[src/rtl/vgade0_i2c_master_pkg.sv]
// Shared constants for the vgade0 I2C display master: command geometry and FSM encodings.
package vgade0_i2c_master_pkg;

    localparam int unsigned COMMAND_WIDTH = 48;
    localparam int unsigned COMMAND_BYTES = 6;

    typedef logic [2:0] state_t;

    localparam state_t StIdle    = 3'd0;
    localparam state_t StStart   = 3'd1;
    localparam state_t StAddr    = 3'd2;
    localparam state_t StAddrAck = 3'd3;
    localparam state_t StData    = 3'd4;
    localparam state_t StDataAck = 3'd5;
    localparam state_t StStop    = 3'd6;

    // Shared SCL pattern of every 4-quarter bit slot: low in Q0 and Q3.
    function automatic logic bit_scl_low(input logic [1:0] qtr);
        return (qtr == 2'd0) || (qtr == 2'd3);
    endfunction

endpackage

[src/rtl/i2c_quarter_tick.sv]
// Quarter-period strobe for the I2C master: one tick every CLK_DIV clk cycles while enabled.
module i2c_quarter_tick #(
    parameter int unsigned CLK_DIV = 62
) (
    input  logic clk,
    input  logic reset_button,
    input  logic enable,
    output logic tick
);

    localparam int unsigned CntW = (CLK_DIV > 1) ? $clog2(CLK_DIV) : 1;

    logic [CntW-1:0] cnt_q;

    assign tick = enable && (cnt_q == CntW'(CLK_DIV - 1));

    // Held at zero while disabled so the first quarter after IDLE is a full one.
    always_ff @(posedge clk or negedge reset_button) begin
        if (!reset_button) begin
            cnt_q <= '0;
        end else if (!enable || tick) begin
            cnt_q <= '0;
        end else begin
            cnt_q <= cnt_q + 1'b1;
        end
    end

endmodule

[src/rtl/vgade0_i2c_master.sv]
// Write-only I2C master sending a 48-bit display command to SLAVE_ADDR.
// Define I2C_RETRY_EN to retry an address NACK up to three times before reporting it.
module vgade0_i2c_master
    import vgade0_i2c_master_pkg::*;
#(
    parameter logic [6:0]  SLAVE_ADDR = 7'h42,
    parameter int unsigned CLK_DIV    = 62
) (
    input  logic                     clk,
    input  logic                     reset_button,
    input  logic                     cmd_valid,
    input  logic [COMMAND_WIDTH-1:0] command,
    output logic                     cmd_ready,
    output logic                     done,
    output logic                     nack,
    output logic                     scl_drive_low,
    output logic                     sda_drive_low,
    input  logic                     sda_in
);

    state_t                   state_q, state_d;
    logic [1:0]               qtr_q, qtr_d;
    logic [2:0]               bit_q, bit_d;
    logic [2:0]               byte_q, byte_d;
    logic [COMMAND_WIDTH-1:0] shreg_q, shreg_d;
    logic                     err_q, err_d;
    logic                     done_q, done_d;
    logic                     nack_q, nack_d;
    logic                     live_q;
    logic                     tick;
    logic                     retry_now;
    logic [7:0]               addr_byte;
    logic [7:0]               cur_byte;

    assign addr_byte = {SLAVE_ADDR, 1'b0};
    assign cur_byte  = shreg_q[COMMAND_WIDTH-1 -: 8];

    i2c_quarter_tick #(
        .CLK_DIV(CLK_DIV)
    ) u_quarter_tick (
        .clk         (clk),
        .reset_button(reset_button),
        .enable      (state_q != StIdle),
        .tick        (tick)
    );

`ifdef I2C_RETRY_EN
    logic [1:0] retry_q;
    logic       addr_err_q;

    assign retry_now = err_q && addr_err_q && (retry_q != 2'd3);

    always_ff @(posedge clk or negedge reset_button) begin
        if (!reset_button) begin
            retry_q    <= '0;
            addr_err_q <= 1'b0;
        end else if (state_q == StIdle) begin
            retry_q    <= '0;
            addr_err_q <= 1'b0;
        end else if (tick && (qtr_q == 2'd2)) begin
            if (state_q == StAddrAck) begin
                addr_err_q <= sda_in;
            end else if (state_q == StStop && retry_now) begin
                retry_q    <= retry_q + 2'd1;
                addr_err_q <= 1'b0;
            end
        end
    end
`else
    assign retry_now = 1'b0;
`endif

    always_comb begin
        state_d = state_q;
        qtr_d   = qtr_q;
        bit_d   = bit_q;
        byte_d  = byte_q;
        shreg_d = shreg_q;
        err_d   = err_q;
        done_d  = 1'b0;
        nack_d  = 1'b0;
        unique case (state_q)
            StIdle: begin
                if (cmd_valid && cmd_ready) begin
                    state_d = StStart;
                    qtr_d   = '0;
                    byte_d  = '0;
                    err_d   = 1'b0;
                    shreg_d = command;
                end
            end
            StStart: begin
                if (tick) begin
                    qtr_d = qtr_q + 2'd1;
                    if (qtr_q == 2'd1) begin
                        state_d = StAddr;
                        qtr_d   = '0;
                        bit_d   = 3'd7;
                    end
                end
            end
            StAddr, StData: begin
                if (tick) begin
                    qtr_d = qtr_q + 2'd1;
                    if (qtr_q == 2'd3) begin
                        if (bit_q == 3'd0) begin
                            state_d = (state_q == StAddr) ? StAddrAck : StDataAck;
                        end else begin
                            bit_d = bit_q - 3'd1;
                        end
                    end
                end
            end
            StAddrAck, StDataAck: begin
                if (tick) begin
                    qtr_d = qtr_q + 2'd1;
                    // Sample on the last clk of Q2, just before SCL is pulled low again.
                    if (qtr_q == 2'd2) begin
                        err_d = sda_in;
                    end
                    if (qtr_q == 2'd3) begin
                        bit_d = 3'd7;
                        if (err_q) begin
                            state_d = StStop;
                        end else if (state_q == StAddrAck) begin
                            state_d = StData;
                        end else if (byte_q == 3'(COMMAND_BYTES - 1)) begin
                            state_d = StStop;
                        end else begin
                            state_d = StData;
                            byte_d  = byte_q + 3'd1;
                            shreg_d = shreg_q << 8;
                        end
                    end
                end
            end
            StStop: begin
                if (tick) begin
                    qtr_d = qtr_q + 2'd1;
                    if (qtr_q == 2'd2) begin
                        qtr_d = '0;
                        if (retry_now) begin
                            state_d = StStart;
                            err_d   = 1'b0;
                        end else begin
                            state_d = StIdle;
                            done_d  = !err_q;
                            nack_d  = err_q;
                        end
                    end
                end
            end
            default: state_d = StIdle;
        endcase
    end

    always_ff @(posedge clk or negedge reset_button) begin
        if (!reset_button) begin
            state_q <= StIdle;
            qtr_q   <= '0;
            bit_q   <= '0;
            byte_q  <= '0;
            shreg_q <= '0;
            err_q   <= 1'b0;
            done_q  <= 1'b0;
            nack_q  <= 1'b0;
            live_q  <= 1'b0;
        end else begin
            state_q <= state_d;
            qtr_q   <= qtr_d;
            bit_q   <= bit_d;
            byte_q  <= byte_d;
            shreg_q <= shreg_d;
            err_q   <= err_d;
            done_q  <= done_d;
            nack_q  <= nack_d;
            live_q  <= 1'b1;
        end
    end

    assign cmd_ready = live_q && (state_q == StIdle);
    assign done      = done_q;
    assign nack      = nack_q;

    // Line drive is decoded from state only, so reset releases both lines immediately.
    always_comb begin
        scl_drive_low = 1'b0;
        sda_drive_low = 1'b0;
        unique case (state_q)
            StStart: begin
                scl_drive_low = (qtr_q == 2'd1);
                sda_drive_low = 1'b1;
            end
            StAddr: begin
                scl_drive_low = bit_scl_low(qtr_q);
                sda_drive_low = !addr_byte[bit_q];
            end
            StData: begin
                scl_drive_low = bit_scl_low(qtr_q);
                sda_drive_low = !cur_byte[bit_q];
            end
            StAddrAck, StDataAck: begin
                scl_drive_low = bit_scl_low(qtr_q);
            end
            StStop: begin
                scl_drive_low = (qtr_q == 2'd0);
                sda_drive_low = (qtr_q != 2'd2);
            end
            default: ;
        endcase
    end

endmodule
[config.mk]
export PLATFORM = sky130hd
export DESIGN_NAME = vgade0_i2c_master
export DESIGN_NICKNAME = d
export VERILOG_FILES = /design/src/rtl/vgade0_i2c_master_pkg.sv /design/src/rtl/i2c_quarter_tick.sv /design/src/rtl/vgade0_i2c_master.sv
export SDC_FILE = /design/constraint.sdc
export NUM_CORES = 1
export LEC_CHECK = 0
export ABC_AREA = 1
export BUFFER_PORTS_ARGS = -buffer_cell sky130_fd_sc_hd__buf_2
export CORE_MARGIN = 4
export CORE_UTILIZATION = 62
export CTS_CLUSTER_DIAMETER = 120
export DETAILED_ROUTE_END_ITERATION = 8
export PLACE_DENSITY = 0.86
export SYNTH_ARGS = -nofsm -noshare
export SYNTH_HDL_FRONTEND = slang
export SYNTH_SLANG_ARGS = --single-unit
[constraint.sdc]
create_clock -name clk -period 3.3 [get_ports clk]
set_input_delay 0.825 -clock clk [delete_from_list [all_inputs] [get_ports clk]]
set_output_delay 0.825 -clock clk [all_outputs]
set_load 0.01 [all_outputs]
==> reports/results.tsv <==
stage	metric	value	unit
outcome	outcome	completed	
timing	unrepaired setup endpoints after global routing	false	
route	antenna viol nets, final	0	
yosys	YS warnings	0	
yosys	Synth area leaders	dfrtp_1, nand2_1, o21ai_0	
grt	largest net degree at the start of global routing	58	
timing	Setup-failing EPs final	0	
die	Core Rows	28	
power	power share of the clock group	18.0	%
clocking	Root Buffer	clkbuf_8	
yosys	post-synthesis async set-or-reset flop share	100	%
die	Ports	57	
power	sequential share of power	34.1	%
timing	final hold viol count	0	
layout	share of cells above drive strength 1	19.3	%
clocking	Bufs on Longest Clock Path	2	
clocking	H-tree depth	3	
worst_setup_path	CP Capture Type	output pin	
power	combinational share of power	47.9	%
clocking	CTS tree	built	
timing	Final Max Tran Viols	0	
worst_hold_path	HP Class	register to register	
yosys	Post-synth EDFFs	0	
route	initial DRC count	268	
placement	DP Area	4140	um^2
die	Starting Density	65.0	%
worst_setup_path	CP max-delay cell	dfrtp_1	
yosys	Synth Flop Type	dfrtp_1	
worst_setup_path	CP top delay family	simple AND/OR/NAND/NOR gates	
placement	dpl ws	759	ps
worst_setup_path	Crit path largest cell delay	620	ps
grt	remaining global-route overflow	0	
power	Lkg Pwr	2.40	nW
placement	hpwl dp	5260	um
power	Sw Ratio	44.9	%
route	Post-Route WL	7500	um
layout	Finished Core Util	73.0	%
timing	slew at the pin with the worst max-slew slack	907	ps
timing	Final min period	2910	ps
timing	setup tns final	0	ps
clocking	post-CTS sizing	0	
power	P_sw	1.98	mW
die	CORE AREA	5990	um^2
placement	I/O Buffers	56	
worst_setup_path	Worst Path Arrival	2090	ps
die	Die Area	7610	um^2
power	peak supply drop	0.000670	V
worst_setup_path	worst path buffer plus inverter count	2	
yosys	Synth cell types	32	
route	Via density	5.12	
grt	number of global-route vias before repair	3013	
timing	Slew headroom	39.6	%
clocking	register clock-pin slew on the reported worst setup and hold paths	70	ps
power	Int Power	2.43	mW
worst_setup_path	critical path type	register to output pin	
timing	final worst setup slack	385	ps
worst_setup_path	crit start category	register	
grt	initial antenna violation count	0	
route	via count	3285	
worst_setup_path	cells along the critical path	nand2_1 > nand2_1 > nand2_2 > nand2_1 > inv_1 > o21ai_0 > buf_2	
worst_setup_path	CP max FO	30	
clocking	cts bufs inserted	9	
route	Pre-Repair DR Iteration Count	5	
worst_setup_path	Worst EP required	2470	ps
die	die width	87.2	um
grt	global-route wire length before repair	13100	um
yosys	synthesized flop and latch total	69	
layout	Layout area overhead	12.4	%
route	drt drc	0	
clocking	sink count of the clock tree	69	
timing	Period Utilization, post-route	88.3	%
worst_setup_path	Most Frequent Cell on Critical Path	nand2_1	
yosys	Syn Nets	575	
layout	Antenna Cells	0	
yosys	register area share after synthesis	44.4	%
die	die height	87.2	um
layout	Design Area, Final	4370	um^2
yosys	post-synth top area cell	dfrtp_1	
placement	Placer Congestion	0.846	
layout	Nets	624	
timing	Worst Skew	12.0	ps
yosys	Cells after Synth	512	
clocking	worst skew pair latency	340	ps
grt	gr usage total	21.6	%
layout	Fillers	479	
yosys	synthesized cell area	3890	um^2
timing	FMAX	0.343	GHz
clocking	Post-CTS Setup Bufs	0	
yosys	Synth top area share	44.4	%
route	WL per Instance	11.7	um
yosys	Mapped Avg Cell Area	7.60	um^2
power	PD cells	1010	nW/um^2
clocking	Hold Buf Count CTS	0	
flow_run	Max-Cap Viols	0	
[power by group through the flow]
stage | registers [mW] | clock network, mW | logic [mW]
after global routing | 1.56 | 0.844 | 2.46
after detailed placement | 1.52 | 0 | 2.10
after global placement | 1.50 | 0 | 2.03
after floorplan | 1.41 | 0 | 1.93
final | 1.50 | 0.792 | 2.11
after CTS | 1.50 | 0.804 | 2.12
[registers in the layout, indices dropped and copies added (netlist names)]
| register | count |
|---|---|
| bit_q | 3 |
| byte_q | 3 |
| done | 1 |
| err_q | 1 |
| live_q | 1 |
| nack | 1 |
| qtr_q | 2 |
| shreg_q | 48 |
| state_q | 3 |
| u_quarter_tick.cnt_q | 6 |
[cells by family after synthesis]
kind of cell,count (synthesis),share of synthesized area (%)
flops,69,44.4
other cells,1,0.0964
buf+inv,87,10.5
xor+xnor,3,0.675
simple gates,244,26.7
compound gates,97,14.2
fa+ha+maj,11,3.54
[placed cells by master (no fill, tap or decap), drive strengths merged]
cell and count:
nand2 194, xnor2 2, o21ai 91, or2 3
inv 64, a22oi 2, dfrtp 69, a31o 2
nand3b 1, o21a 1, conb 1, nor4 2
clkinv 3, buf 61, nand4 3, xor2 1
a21oi 1, nor2 15, bufinv 2, clkbuf 11
nand3 26, ha 11
[worst reg2reg max path: stages (launching register included)]
cell and delay, ps:
dfrtp_1 560, inv_2 120, nand2_1 100, nand2_1 70
nand2_2 360, nand2_1 120, nand2_2 120, nand3_4 420
buf_4 430, nand2_1 100, o21ai_1 60
[synth_stat cells, types with 2 or more instances]
| cell type | count |
|---|---|
| a31o_2 | 2 |
| dfrtp_1 | 69 |
| nand2_2 | 4 |
| clkbuf_1 | 7 |
| o21ai_0 | 47 |
| inv_2 | 2 |
| buf_2 | 5 |
| ha_1 | 11 |
| o21ai_2 | 14 |
| buf_4 | 3 |
| o21ai_1 | 30 |
| nor2_1 | 13 |
| inv_1 | 61 |
| nand3_4 | 3 |
| nor2_2 | 2 |
| xnor2_1 | 2 |
| nand4_1 | 3 |
| a22oi_1 | 2 |
| buf_6 | 8 |
| nand3_1 | 22 |
| or2_2 | 2 |
| nand2_1 | 189 |
| nor4_1 | 2 |
[cell type report]
| cell class | instances | area, um^2 | area share (%) |
|---|---|---|---|
| tap | 75 | 93.8 | 2.15 |
| clock buffer | 11 | 151 | 3.46 |
| timing repair buffer | 61 | 318 | 7.27 |
| multi-input combinational | 356 | 1760 | 40.2 |
| inverter | 64 | 243 | 5.55 |
| clock inverter | 5 | 82.6 | 1.89 |
| sequential | 69 | 1730 | 39.5 |
[per-stage QoR]
| stage | hold WS (ps) | total power, mW | instances |
|---|---|---|---|
| 4_1_cts | 457 | 4.43 | 641 |
| 6_report | 458 | 4.41 | 641 |
| 5_1_grt | 479 | 4.87 | 641 |
| 3_3_place_gp | 450 | 3.53 | 625 |
| 3_5_place_dp | 446 | 3.62 | 625 |
| 2_1_floorplan | 431 | 3.34 | 512 |
[final timing paths]
path                                   startpoint                 endpoint  slack (ps)  cells after the start
max                        state_q[0]$_DFFE_PN0P_            scl_drive_low         390                      7
min                             err_q$_DFFE_PN0P_           done$_DFF_PN0_         460                      1
max reg2reg                state_q[1]$_DFFE_PN0P_  shreg_q[33]$_DFFE_PN0P_         730                     10
min reg2reg                     err_q$_DFFE_PN0P_           done$_DFF_PN0_         460                      1
max in group asynchronous            reset_button  shreg_q[10]$_DFFE_PN0P_        1920                      2
min in group asynchronous            reset_button     bit_q[0]$_DFFE_PN0P_         610                      1
[metal layers]
| layer | part of all wire (%) | up-vias | global-route usage (%) |
|---|---|---|---|
| met3 | 4.7 | 12 | 3.60 |
| met2 | 47 | 76 | 35.2 |
| met4 | 1.6 | 0 | 7.11 |
| li1 | - | 1717 | - |
| met5 | 0 | - | 0 |
| met1 | 47 | 1480 | 29.4 |
No activity file was read; power rests on OpenSTA's default activity.
